## src/rtl/mem_port_arbiter.sv

```systemverilog
// mem_port_arbiter: shares one memory port between instruction fetch and
// load/store. Only one access is outstanding at a time. Data wins by default,
// and a fetch is forced through after MAX_D_STREAK back-to-back data grants.
// A branch redirect cancels the fetch result but never aborts the memory
// access. An access that waits TIMEOUT cycles is dropped and bus_err pulses.
//
// Ports:
//   clk, rst                     clock, synchronous active-high reset
//   if_req, if_addr, b_taken     fetch request, word address, branch cancel
//   d_req, d_we, d_addr,
//   d_wdata, d_be                load/store request
//   mem_req, mem_we, mem_addr,
//   mem_wdata, mem_be            shared memory port (registered, held per access)
//   mem_ready, mem_rdata         memory completion strobe and read data
//   if_valid, if_rdata           registered fetch result (one-cycle valid)
//   d_valid, d_rdata             registered data result (one-cycle valid)
//   stall_if, stall_mem          combinational hold requests
//   bus_err                      one-cycle pulse on timeout
module mem_port_arbiter #(
  parameter int unsigned MAX_D_STREAK = 4,
  parameter int unsigned TIMEOUT      = 255
) (
  input  logic        clk,
  input  logic        rst,
  input  logic        if_req,
  input  logic [31:0] if_addr,
  input  logic        b_taken,
  input  logic        d_req,
  input  logic        d_we,
  input  logic [31:0] d_addr,
  input  logic [31:0] d_wdata,
  input  logic [3:0]  d_be,
  output logic        mem_req,
  output logic        mem_we,
  output logic [31:0] mem_addr,
  output logic [31:0] mem_wdata,
  output logic [3:0]  mem_be,
  input  logic        mem_ready,
  input  logic [31:0] mem_rdata,
  output logic        if_valid,
  output logic [31:0] if_rdata,
  output logic        d_valid,
  output logic [31:0] d_rdata,
  output logic        stall_if,
  output logic        stall_mem,
  output logic        bus_err
);

  localparam int unsigned StreakW = (MAX_D_STREAK > 0) ? $clog2(MAX_D_STREAK + 1) : 1;
  localparam int unsigned WaitW   = (TIMEOUT > 1) ? $clog2(TIMEOUT + 1) : 1;

  typedef enum logic [1:0] {IDLE, IF_BUSY, D_BUSY} state_e;

  state_e              state_q, state_d;
  logic                mem_req_q, mem_req_d, mem_we_q, mem_we_d;
  logic [31:0]         mem_addr_q, mem_addr_d, mem_wdata_q, mem_wdata_d;
  logic [3:0]          mem_be_q, mem_be_d;
  logic                if_valid_q, if_valid_d, d_valid_q, d_valid_d;
  logic [31:0]         if_rdata_q, if_rdata_d, d_rdata_q, d_rdata_d;
  logic                bus_err_q, bus_err_d;
  logic [StreakW-1:0]  streak_q, streak_d;
  logic [WaitW-1:0]    wait_q, wait_d;
  logic                cancel_q, cancel_d;

  logic fetch_ok, grant_if, grant_d, done, timeout;

  // A redirect in the same cycle makes the presented fetch address stale.
  assign fetch_ok = if_req & ~b_taken;

  // State register.
  always_ff @(posedge clk) begin
    if (rst) state_q <= IDLE;
    else     state_q <= state_d;
  end

  // Next state and grant/completion decode.
  always_comb begin
    state_d  = state_q;
    grant_if = 1'b0;
    grant_d  = 1'b0;
    done     = 1'b0;
    timeout  = 1'b0;
    case (state_q)
      IDLE: begin
        if (d_req && !(fetch_ok && streak_q == StreakW'(MAX_D_STREAK))) begin
          grant_d = 1'b1;
          state_d = D_BUSY;
        end else if (fetch_ok) begin
          grant_if = 1'b1;
          state_d  = IF_BUSY;
        end
      end
      IF_BUSY, D_BUSY: begin
        if (mem_ready) begin
          done    = 1'b1;
          state_d = IDLE;
        end else if (wait_q == WaitW'(TIMEOUT - 1)) begin
          timeout = 1'b1;
          state_d = IDLE;
        end
      end
      default: state_d = IDLE;
    endcase
  end

  // Next values of the registered outputs and bookkeeping counters.
  always_comb begin
    mem_req_d   = mem_req_q;
    mem_we_d    = mem_we_q;
    mem_addr_d  = mem_addr_q;
    mem_wdata_d = mem_wdata_q;
    mem_be_d    = mem_be_q;
    if_rdata_d  = if_rdata_q;
    d_rdata_d   = d_rdata_q;
    if_valid_d  = 1'b0;
    d_valid_d   = 1'b0;
    bus_err_d   = 1'b0;
    streak_d    = streak_q;
    wait_d      = wait_q;
    cancel_d    = cancel_q;
    if (grant_d) begin
      mem_req_d   = 1'b1;
      mem_we_d    = d_we;
      mem_addr_d  = d_addr;
      mem_wdata_d = d_wdata;
      mem_be_d    = d_be;
      wait_d      = '0;
      cancel_d    = 1'b0;
      // Streak only grows while a fetch is actually being held off.
      if (!if_req)                                    streak_d = '0;
      else if (streak_q != StreakW'(MAX_D_STREAK))    streak_d = streak_q + StreakW'(1);
    end else if (grant_if) begin
      mem_req_d   = 1'b1;
      mem_we_d    = 1'b0;
      mem_addr_d  = if_addr;
      mem_wdata_d = '0;
      mem_be_d    = 4'hF;
      wait_d      = '0;
      cancel_d    = 1'b0;
      streak_d    = '0;
    end else if (done) begin
      mem_req_d = 1'b0;
      wait_d    = '0;
      cancel_d  = 1'b0;
      if (state_q == D_BUSY) begin
        d_rdata_d = mem_rdata;
        d_valid_d = 1'b1;
      end else if (!(cancel_q || b_taken)) begin
        if_rdata_d = mem_rdata;
        if_valid_d = 1'b1;
      end
    end else if (timeout) begin
      mem_req_d = 1'b0;
      bus_err_d = 1'b1;
      wait_d    = '0;
      cancel_d  = 1'b0;
    end else if (state_q != IDLE) begin
      wait_d = wait_q + WaitW'(1);
      if (state_q == IF_BUSY && b_taken) cancel_d = 1'b1;
    end
  end

  // Output and bookkeeping registers.
  always_ff @(posedge clk) begin
    if (rst) begin
      mem_req_q   <= 1'b0;
      mem_we_q    <= 1'b0;
      mem_addr_q  <= '0;
      mem_wdata_q <= '0;
      mem_be_q    <= '0;
      if_valid_q  <= 1'b0;
      if_rdata_q  <= '0;
      d_valid_q   <= 1'b0;
      d_rdata_q   <= '0;
      bus_err_q   <= 1'b0;
      streak_q    <= '0;
      wait_q      <= '0;
      cancel_q    <= 1'b0;
    end else begin
      mem_req_q   <= mem_req_d;
      mem_we_q    <= mem_we_d;
      mem_addr_q  <= mem_addr_d;
      mem_wdata_q <= mem_wdata_d;
      mem_be_q    <= mem_be_d;
      if_valid_q  <= if_valid_d;
      if_rdata_q  <= if_rdata_d;
      d_valid_q   <= d_valid_d;
      d_rdata_q   <= d_rdata_d;
      bus_err_q   <= bus_err_d;
      streak_q    <= streak_d;
      wait_q      <= wait_d;
      cancel_q    <= cancel_d;
    end
  end

  assign mem_req   = mem_req_q;
  assign mem_we    = mem_we_q;
  assign mem_addr  = mem_addr_q;
  assign mem_wdata = mem_wdata_q;
  assign mem_be    = mem_be_q;
  assign if_valid  = if_valid_q;
  assign if_rdata  = if_rdata_q;
  assign d_valid   = d_valid_q;
  assign d_rdata   = d_rdata_q;
  assign bus_err   = bus_err_q;

  // A cancelled fetch completing does not release the fetch stage.
  assign stall_if  = if_req & ~((state_q == IF_BUSY) & mem_ready & ~cancel_q & ~b_taken);
  assign stall_mem = d_req  & ~((state_q == D_BUSY) & mem_ready);

endmodule

```

## config.mk

```make
export PLATFORM = sky130hd
export DESIGN_NAME = mem_port_arbiter
export DESIGN_NICKNAME = d
export VERILOG_FILES = /design/src/rtl/mem_port_arbiter.sv
export SDC_FILE = /design/constraint.sdc
export NUM_CORES = 1
export LEC_CHECK = 0
export ABC_AREA = 1
export BUFFER_PORTS_ARGS = -buffer_cell sky130_fd_sc_hd__buf_2
export CORE_ASPECT_RATIO = 0.9
export CORE_MARGIN = 4
export CORE_UTILIZATION = 50
export CTS_CLUSTER_DIAMETER = 80
export DETAILED_ROUTE_END_ITERATION = 10
export GPL_TIMING_DRIVEN = 0
export PLACE_DENSITY = 0.89
export SLEW_MARGIN = 20
export SYNTH_ARGS = -nofsm -noshare
export SYNTH_HDL_FRONTEND = slang
export SYNTH_SLANG_ARGS = --single-unit
```

## constraint.sdc

```tcl
create_clock -name clk -period 2.75 [get_ports clk]
set_input_delay 0.55 -clock clk [delete_from_list [all_inputs] [get_ports clk]]
set_output_delay 0.55 -clock clk [all_outputs]
set_load 0.1 [all_outputs]
```

Word-level counts from Yosys, hierarchy flattened
Cells that the tools add are included.
Widths: inputs -> output; s select.
- muxes and demuxes: 34
- bitwise gates (word level): 16
- $add $sub $neg: 2
- eq/ne operators: 8
- reduce and logical (&&, ||, !) cells: 19
- operator list (cell ; count):
    $mux 32 ; 4
    $mux 1 ; 19
    $mux 3 ; 4
    $reduce_or 5->1 ; 2
    $ne 3x3->1 const B ; 3
    $not 1->1 ; 9
    $add 8x1->8 const B ; 1
    $eq 8x8->1 const B ; 1
    $mux 2 ; 4
    $mux 4 ; 2
    $reduce_or 4->1 ; 2
    $and 1x1->1 ; 7
    $reduce_and 2->1 ; 3
    $reduce_and 5->1 ; 1
    $pmux 2 s2 ; 1
    $reduce_and 4->1 ; 1
    $reduce_bool 2->1 ; 2
    $reduce_bool 4->1 ; 1
    $add 3x1->3 const B ; 1
    $eq 3x3->1 const B ; 1
    $logic_and 1x1->1 ; 3
    $ne 3x2->1 const B ; 1
    $eq 2x1->1 const B ; 1
    $eq 2x2->1 const B ; 1
    4 further kinds ; 4
- bits of input ports: 139
- output and inout bits: 139
- logic and storage cells: 93
- bits in registers: 151

Depth between registers and ports, before layout
Gate-level depths: netlist of the first run.
- depth after elaboration: 9
- depth in mapped cells: 10
- mapped depth without buffers: 9

Worst setup path after synthesis of the first run
OpenSTA, ideal clock, no wires.
- path type: flip-flop to output port
- start: register state_q[1]
- end: output port stall_if
- data arrival time: 2245 ps
- stages on the path, launching flop included: 4
- buffers on the path: 0
- path slack: -45 ps
- data required time: 2200 ps
- path through: dfxtp_1 > inv_1 > ha_1 > a41oi_1
- longest elaborated chain between the ends: 6
- RTL lines (item ; RTL line ; source):
    start, declared ; 54 ; state_e state_q, state_d;
    start signal, assigned ; 73 ; else state_q <= state_d;
    $eq 2x1->1 ; 208 ; assign stall_if = if_req & ~((state_q == IF_BUSY) & mem_ready & ~cancel_q & ~b_taken);
    $and 1x1->1 (3 in a row) ; 208 ;
    $not 1->1 ; 208 ;
    $and 1x1->1 ; 208 ;
    end, declared ; 44 ; output logic stall_if,
Every way passes these cells.

Final worst setup path of the first run
- start: register state_q[0]
- end: output port stall_mem
- longest elaborated chain between the ends: 4
- RTL lines (item ; RTL line ; source):
    $eq 2x2->1 ; 209 ; assign stall_mem = d_req & ~((state_q == D_BUSY) & mem_ready);
    $and 1x1->1 ; 209 ;
    $not 1->1 ; 209 ;
    $and 1x1->1 ; 209 ;
    end, declared ; 45 ; output logic stall_mem,
Every way passes these cells.

==> flow_summary.ini, run 1 <==
[drt]
route.detailed.drc = 0
drt-wirelength-per-cell_um = 14.9
wl_met2_mm = 9.27
dr.first_iter.drc_count = 326
routed-via-count = 6096
drt_pass1_iterations = 7
maxUsedRoutingLayer = met4
drt-met1-wl_mm = 6.83
ant_nets = 0
routed_via_density = 5.03
wirelength_mm = 18.1
route.met3.wl_mm = 1.63

[logic_synthesis]
synthTopCellsByArea = dfxtp_1, nand2_1, nor2_1
synth_area_um2 = 5920
synthFlopType = dfxtp_1
synth_edf_count = 0
synth_seq_cells = 151
synth_top_area_share_pct = 51.1
synth_area_leader_cell = dfxtp_1
avgSynthCellArea_um2 = 7.91
synth_warnings = 0
ys_types = 32
synthCells = 748
synth-seq-area-share_pct = 51.1
syn_nets = 894
synthArstFlopShare_pct = 0

[critical_path]
worstSetupPathType = reg -> out
arrival_ns = 1.74
crit_start = state_q[0]
path_max_fanout = 3
cp-start-kind = register
ff2ff_setup_slack_ns = 0.95
regToRegEndpoint = mem_wdata[17]
cp-endpoint = stall_mem
rr_startpoint = streak_q[0]
max_stage_delay_ns = 0.45
r2r_cells = 9
cp-end-kind = output port
cp_slowest_cell = buf_2
cp_cell_sequence = inv_1, ha_1, a21oi_1, buf_2
cp.required_ns = 2.20

[global_route]
grt-ovfl-total = 0
grt_util_all_layers_pct = 26.0
grt_pass1_vias = 5872
antenna_found_initial = 1
grt_pass1_wl_mm = 28.2
grt_max_degree = 17

[cts]
cts_made_buffers = 17
cts.repair.resized = 0
post_cts_buffers = 0
cts_tree = yes
cts_sinks = 151
hold_buffers = 0
max-clock-path-buffers = 2
cts_root_buf = clkbuf_16
clk_latency_ns = 0.41
clkTransAtPathRegs_ns = 0.06
cts_max_level = 4

[finish]
nets = 1189
syn_to_final_growth_pct = 36.3
mostFrequentLayoutCell = buf_2
final_cell_mix = buf_2, dfxtp_1, nand2_1, nor2_1, o21ai_0
final_util_pct = 70.0
fill_cells = 914
drive_gt1_share_pct = 35.6
post-route-cell-area_um2 = 8070

[placement]
gp_congestion = 0.847
dpl_cell_area_um2 = 7500
io_buffer_count = 276
dp_hpwl_mm = 13.9

[min_path]
hold_path_class = in -> reg
worstHoldPathCells = 3

[power]
power_leakage_nw = 4.07
finalPower_mw = 6.41
ir_worst_vdd_v = 0.000529
cellPowerDensity_nw_per_um2 = 795

[sta]
worst_slew_pin_slew_ns = 0.522
setup_viol = 0
fin_tns_setup_ns = 0
fin_crit_sh_pct = 83.2
fmax_ghz = 0.437
min_period_ns = 2.29
hold_viol = 0
rsz0062_at_grt = no
slew_violations = 0
finalClockSkew_ns = 0.00853
relSlewSlack_pct = 65.4

[outcome]
status = finished, final reports clean

[floorplan]
core_um2 = 11500
fp.dieW_um = 123
row_count = 37
fp.dieArea_um2 = 13600
initial_core_util_pct = 51.3
chipHeight_um = 111
io_pins = 278

[flow_run]
maxCapViolCount = 0
critical path, delay by kind of cell (launching register included):
family	cells	cell delay [ns]
buffers and inverters	2	0.53
flip-flops	1	0.36
adder cells (fa/ha/maj)	1	0.26
AO/OA/AOI/OAI	1	0.18
area by class of cell:
| class | instances | area (um^2) | area share, % |
|---|---|---|---|
| sequential | 151 | 3020 | 37.5 |
| multi-input combinational | 497 | 2420 | 30.0 |
| timing repair buffer | 276 | 1380 | 17.1 |
| clock buffer | 20 | 437 | 5.41 |
| buffer | 46 | 283 | 3.50 |
| inverter | 54 | 203 | 2.51 |
| tap | 156 | 195 | 2.42 |
| clock inverter | 11 | 126 | 1.57 |
| antenna | 1 | 2.50 | 0.0310 |
worst min path at each step:
stage | start | endpoint | slack [ns]
final | d_wdata[14] | mem_wdata[14] | 0.36
after global routing | if_addr[24] | mem_addr[24] | 0.35
after CTS | d_wdata[14] | mem_wdata[14] | 0.34
after detailed placement | mem_wdata[25] | mem_wdata[25] | 0.43
after global placement | if_rdata[12] | if_rdata[12] | 0.43
after floorplan | state_q[1] | state_q[1] | 0.46
per-stage QoR:
stage | cells | setup WS (ns) | hold slack (ns)
floorplan | 748 | 0.0699 | 0.457
finish | 1212 | 0.462 | 0.361
CTS | 1211 | 0.439 | 0.343
detailed placement | 1180 | 0.794 | 0.434
global placement | 1180 | 0.803 | 0.428
global route | 1212 | 0.358 | 0.349
flip-flops by register name, indices dropped and copies added, names as in the netlist:
| register | flops |
|---|---|
| mem_we | 1 |
| d_valid | 1 |
| cancel_q | 1 |
| if_rdata | 32 |
| mem_req | 1 |
| mem_wdata | 32 |
| d_rdata | 32 |
| wait_q | 8 |
| if_valid | 1 |
| state_q | 2 |
| bus_err | 1 |
| mem_addr | 32 |
| streak_q | 3 |
| mem_be | 4 |
logic make-up (layout without fill, tap and decap cells):
group           Yosys count  in the layout  share of synthesized area [%]
simple gates            342            342                           25.3
flops                   151            151                           51.1
compound gates          144            144                           13.4
buf+inv                 100            407                           8.20
fa+ha+maj                 7              7                           1.48
xor+xnor                  4              4                          0.592
other cells               0              1                              0
layer usage:
metal | up-vias | GRT usage, %
met5 | - | 0
met4 | 0 | 9.33
met3 | 26 | 10.3
met2 | 252 | 46.1
met1 | 2801 | 27.3
li1 | 3017 | -
power breakdown:
part,switching (mW),internal (mW)
Sequential,0.0756,2.34
Clock,0.890,1.33
Combinational,1.44,0.338
Total,2.41,4.01
cell usage after synthesis (5+ instances only):
| cell | n |
|---|---|
| dfxtp_1 | 151 |
| nand2_1 | 149 |
| nor2_1 | 111 |
| o21ai_0 | 51 |
| inv_1 | 49 |
| nand3_1 | 44 |
| a21oi_1 | 41 |
| o21ai_1 | 30 |
| buf_2 | 19 |
| or2_2 | 18 |
| o211ai_1 | 17 |
| clkbuf_1 | 12 |
| buf_6 | 10 |
| ha_1 | 7 |
| inv_2 | 5 |
| nor3_1 | 5 |
(Power assumes the default switching activity.)
==> run 2, diff against run 1 <==
--- a/config.mk
+++ b/config.mk
@@ -9,11 +9,11 @@
 export BUFFER_PORTS_ARGS = -buffer_cell sky130_fd_sc_hd__buf_2
 export CORE_ASPECT_RATIO = 0.9
 export CORE_MARGIN = 4
-export CORE_UTILIZATION = 50
+export CORE_UTILIZATION = 42
 export CTS_CLUSTER_DIAMETER = 80
 export DETAILED_ROUTE_END_ITERATION = 10
 export GPL_TIMING_DRIVEN = 0
-export PLACE_DENSITY = 0.89
+export PLACE_DENSITY = 0.8
 export SLEW_MARGIN = 20
 export SYNTH_ARGS = -nofsm -noshare
 export SYNTH_HDL_FRONTEND = slang
==> constraint.sdc (replaced) <==
create_clock -name clk -period 2.1 [get_ports clk]
set_input_delay 0.42 -clock clk [delete_from_list [all_inputs] [get_ports clk]]
set_output_delay 0.42 -clock clk [all_outputs]
set_load 0.1 [all_outputs]
==> run 2 against run 1 <==
Against the previous run: hold slack lost 0.14 ns; clock power grew 30%; non-clock buffer count is the same; total power grew 31%; largest cell class unchanged.
==> flow_summary.ini, run 2 (synthesis results as in run 1) <==
[outcome]
status = finished, final reports clean

[critical_path]
path_max_fanout = 3
worstSetupPathType = reg -> out
crit_family = buffers and inverters
cp-start-kind = register
cp-end-kind = output port
cp.required_ns = 1.68
arrival_ns = 1.55
max_stage_delay_ns = 0.35
cp_cell_sequence = inv_1, ha_1, a41oi_2, buf_4
path_buf_inv = 2
cp_slowest_cell = dfxtp_1

[sta]
hold_viol = 0
fmax_ghz = 0.507
finalClockSkew_ns = 0.00725
setup_viol = 0
worst_slew_pin_slew_ns = 0.514
holdWs_ns = 0.221
slew_violations = 0
min_period_ns = 1.97
rsz0062_at_grt = no
fin_tns_setup_ns = 0
relSlewSlack_pct = 66.0
fin_crit_sh_pct = 93.8

[finish]
syn_to_final_growth_pct = 37.0
post-route-cell-area_um2 = 8110
nets = 1189
mostFrequentLayoutCell = buf_2
num_antenna_cells = 0
drive_gt1_share_pct = 35.6
final_cell_mix = buf_2, dfxtp_1, nand2_1, nor2_1, o21ai_0
final_cells = 1240

[power]
ir_worst_vdd_v = 0.000599
power_leakage_nw = 4.09
cellPowerDensity_nw_per_um2 = 1030

[placement]
gp_congestion = 0.799
dp_hpwl_mm = 13.8
placed_cells = 1213
dpl_cell_area_um2 = 7550
io_buffer_count = 276

[global_route]
grt_pass1_vias = 5772
busiest_layer = met2
grt_max_degree = 17
antenna_found_initial = 0
grt-ovfl-total = 0
met2_usage_pct = 37.5
grtUsageMet1_pct = 25.0
grt_pass1_wl_mm = 28.3
grt_util_met3_pct = 8.15
grt_util_all_layers_pct = 22.0

[floorplan]
io_pins = 278
core_um2 = 13600
fp.dieW_um = 133
initial_core_util_pct = 43.6
fp.dieArea_um2 = 16100
chipHeight_um = 121
row_count = 40

[cts]
cts_tree = yes
max-clock-path-buffers = 2
cts_root_buf = clkbuf_16
hold_buffers = 0
cts_max_level = 4
cts_sinks = 151
clkTransAtPathRegs_ns = 0.06
cts_made_buffers = 17
clk_latency_ns = 0.41

[drt]
drt_pass1_iterations = 6
routed-via-count = 6009
route.detailed.drc = 0
dr.first_iter.drc_count = 263
routed_via_density = 4.85
drt-wirelength-per-cell_um = 14.7
wirelength_mm = 18.2
ant_nets = 0

[min_path]
hold_path_class = in -> reg

[flow_run]
maxCapViolCount = 0
==> run 2: changes by cell type in the layout (fill, tap and decap cells not counted) <==
cell	previous run	this run
a21oi_1	41	40
clkinv_2	2	3
clkinv_4	1	0
buf_4	2	3
clkbuf_1	15	14
clkbuf_8	0	3
clkinvlp_4	4	0
buf_2	295	293
a21oi_2	0	1
inv_6	2	0
diode_2	1	0
buf_6	10	11
==> run 2: worst paths after layout <==
check	startpoint	endpoint	slack, ns	cells after the start
worst min register to register	if_rdata[10]	if_rdata[10]	0.44	2
worst max-delay path	state_q[1]	stall_if	0.13	4
worst max register to register	streak_q[0]	mem_addr[31]	0.32	8
worst min-delay path	d_wdata[23]	mem_wdata[23]	0.22	3
==> run 2: report_power, final <==
part	switching, mW	internal [mW]
Clock	1.09	1.80
Combinational	1.89	0.445
Sequential	0.0941	3.06
==> run 2: per-layer routing <==
layer  part of all wire, %  vias up
met2                    48      231
met4                   2.3        0
met5                     0        -
li1                      -     3013
met1                    41     2727
met3                   9.0       38
==> run 2: layout make-up <==
cell class	count	area (um^2)
Buffer	46	283
Tap cell	189	236
Fill cell	1271	5460
Clock inverter	5	75.1
Sequential cell	151	3020
Multi-Input combinational cell	497	2420
Timing Repair Buffer	276	1390
Clock buffer	22	474
Inverter	54	203
==> run 2: worst min-delay path: cells and delay by family <==
kind                   cells  cell delay [ns]
buffers and inverters      1             0.07
and+or+nand+nor            2             0.11
==> run 2: per-stage QoR <==
step	utilization [%]	setup WS [ns]	power [mW]
after global routing	59.8	0.0387	8.71
after floorplan	-	0.161	5.05
after detailed placement	55.6	0.230	5.55
after CTS	59.7	0.0695	8.44
final	59.8	0.129	8.38
after global placement	55.6	0.268	5.52
==> run 2: repair_timing <==
action                                  4_1_cts  5_1_grt
gates resized for setup                       2        1
endpoints found under the setup margin        2        1
buffers inserted                              0        0
==> run 3, diff against run 2 <==
==> constraint.sdc (replaced) <==
create_clock -name clk -period 2.1 [get_ports clk]
set_input_delay 0.42 -clock clk [delete_from_list [all_inputs] [get_ports clk]]
set_output_delay 0.42 -clock clk [all_outputs]
set_load 0.005 [all_outputs]
==> run 3 against run 2 <==
Against the previous run: final cell count up 0.40%; first-iteration DRC count up 45%; clock power up 15%; sequential share of layout area down 0.35 points; largest cell class unchanged.
==> flow_summary.ini, run 3 (synthesis results as in run 1) <==
[floorplan]
core_um2 = 13600
fp.dieW_um = 133
chipHeight_um = 121
fp.dieArea_um2 = 16100
io_pins = 278
row_count = 40
initial_core_util_pct = 43.6

[sta]
min_period_ns = 1.82
hold_viol = 0
rsz0062_at_grt = no
fin_crit_sh_pct = 86.9
slew_violations = 0
relSlewSlack_pct = 70.2
holdWs_ns = 0.218
setup_viol = 0
finalClockSkew_ns = 0.00734
worst_slew_pin_slew_ns = 0.446
fin_tns_setup_ns = 0
fmax_ghz = 0.548

[cts]
hold_buffers = 0
cts.repair.resized = 0
cts_sinks = 151
cts_max_level = 4
max-clock-path-buffers = 2
post_cts_buffers = 0
clk_latency_ns = 0.41
cts_tree = yes
cts_made_buffers = 17
clkTransAtPathRegs_ns = 0.06
cts_root_buf = clkbuf_16

[global_route]
grt_pass1_wl_mm = 28.7
grt_max_degree = 17
grt_pass1_vias = 5678
grt-ovfl-total = 0
antenna_found_initial = 0
grt_util_all_layers_pct = 22.2

[power]
cellPowerDensity_nw_per_um2 = 916
ir_worst_vdd_v = 0.000721
power_switching_mw = 1.86
share_comb_of_total_power_pct = 13.6
power_leakage_nw = 4.12
clkPwrFrac_pct = 44.4
intPower_mw = 5.64
p_seq_share_pct = 42.1
swShare_pct = 24.8

[drt]
dr.first_iter.drc_count = 381
ant_nets = 0
routed-via-count = 5892
drt-wirelength-per-cell_um = 15.0
route.detailed.drc = 0
routed_via_density = 4.73
wirelength_mm = 18.6
drt_pass1_iterations = 5

[critical_path]
rr_startpoint = streak_q[0]
arrival_ns = 1.40
cp.required_ns = 1.68
crit_start = state_q[0]
worstSetupPathType = reg -> out
cp_cell_sequence = inv_1, ha_1, a21oi_1, buf_2
path_max_fanout = 3
cp-start-kind = register
cp_slowest_cell = dfxtp_1
max_stage_delay_ns = 0.36
cp-end-kind = output port

[flow_run]
maxCapViolCount = 0

[finish]
mostFrequentLayoutCell = buf_2
post-route-cell-area_um2 = 8180
nets = 1189
syn_to_final_growth_pct = 38.3
fill_cells = 1254
final_cell_mix = buf_2, dfxtp_1, nand2_1, nor2_1, o21ai_0
drive_gt1_share_pct = 35.7
num_antenna_cells = 0

[outcome]
status = finished, final reports clean

[placement]
io_buffer_count = 276
dpl_cell_area_um2 = 7540
gp_congestion = 0.836
dp_hpwl_mm = 14.1

[min_path]
hold_path_class = in -> reg
min_from = d_wdata[23]
[run 3: area by class of cell]
cell class | count | area (um^2) | area share [%]
timing repair buffer | 276 | 1380 | 16.9
sequential | 151 | 3020 | 36.9
clock inverter | 12 | 200 | 2.45
inverter | 54 | 203 | 2.48
buffer | 46 | 283 | 3.46
multi-input combinational | 497 | 2410 | 29.4
tap | 189 | 236 | 2.89
clock buffer | 20 | 447 | 5.46
[run 3: power groups by stage]
stage                     registers, mW  logic, mW  clock network (mW)
after global placement             3.21       1.01                   0
after detailed placement           3.21       1.02                   0
after floorplan                    3.23      0.512                   0
final                              3.15       1.02                3.33
after CTS                          3.15       1.03                3.38
after global routing               3.18       1.14                3.49
[run 3: through the flow]
step / worst slack, ns / total power, mW / utilization (%) / cells
CTS: 0.244 / 7.56 / 60.3 / 1245
global placement: 0.238 / 4.21 / 55.6 / 1213
floorplan: 0.614 / 3.74 / - / 748
global route: 0.174 / 7.80 / 60.3 / 1245
detailed placement: 0.221 / 4.24 / 55.6 / 1213
finish: 0.276 / 7.50 / 60.3 / 1245
[run 3: final timing paths]
path	end	slack [ns]	cells after the start
setup / recovery	stall_mem	0.28	4
hold / removal	mem_wdata[23]	0.22	3
setup reg to reg	mem_wdata[7]	0.32	9
hold reg to reg	if_rdata[10]	0.44	2
[run 3: metal layers]
| metal | global-route usage (%) | routed length (um) |
|---|---|---|
| met1 | 25.0 | 7520 |
| met2 | 39.1 | 9090 |
| met3 | 7.99 | 1680 |
| met4 | 7.20 | 328 |
| met5 | 0 | 0 |
[run 3: worst max-delay path: cells and delay by family, from the launching register on]
| family | cells | cell delay, ns |
|---|---|---|
| AO/OA/AOI/OAI | 1 | 0.17 |
| flip-flops | 1 | 0.36 |
| adder cells (fa/ha/maj) | 1 | 0.26 |
| buffers and inverters | 2 | 0.20 |
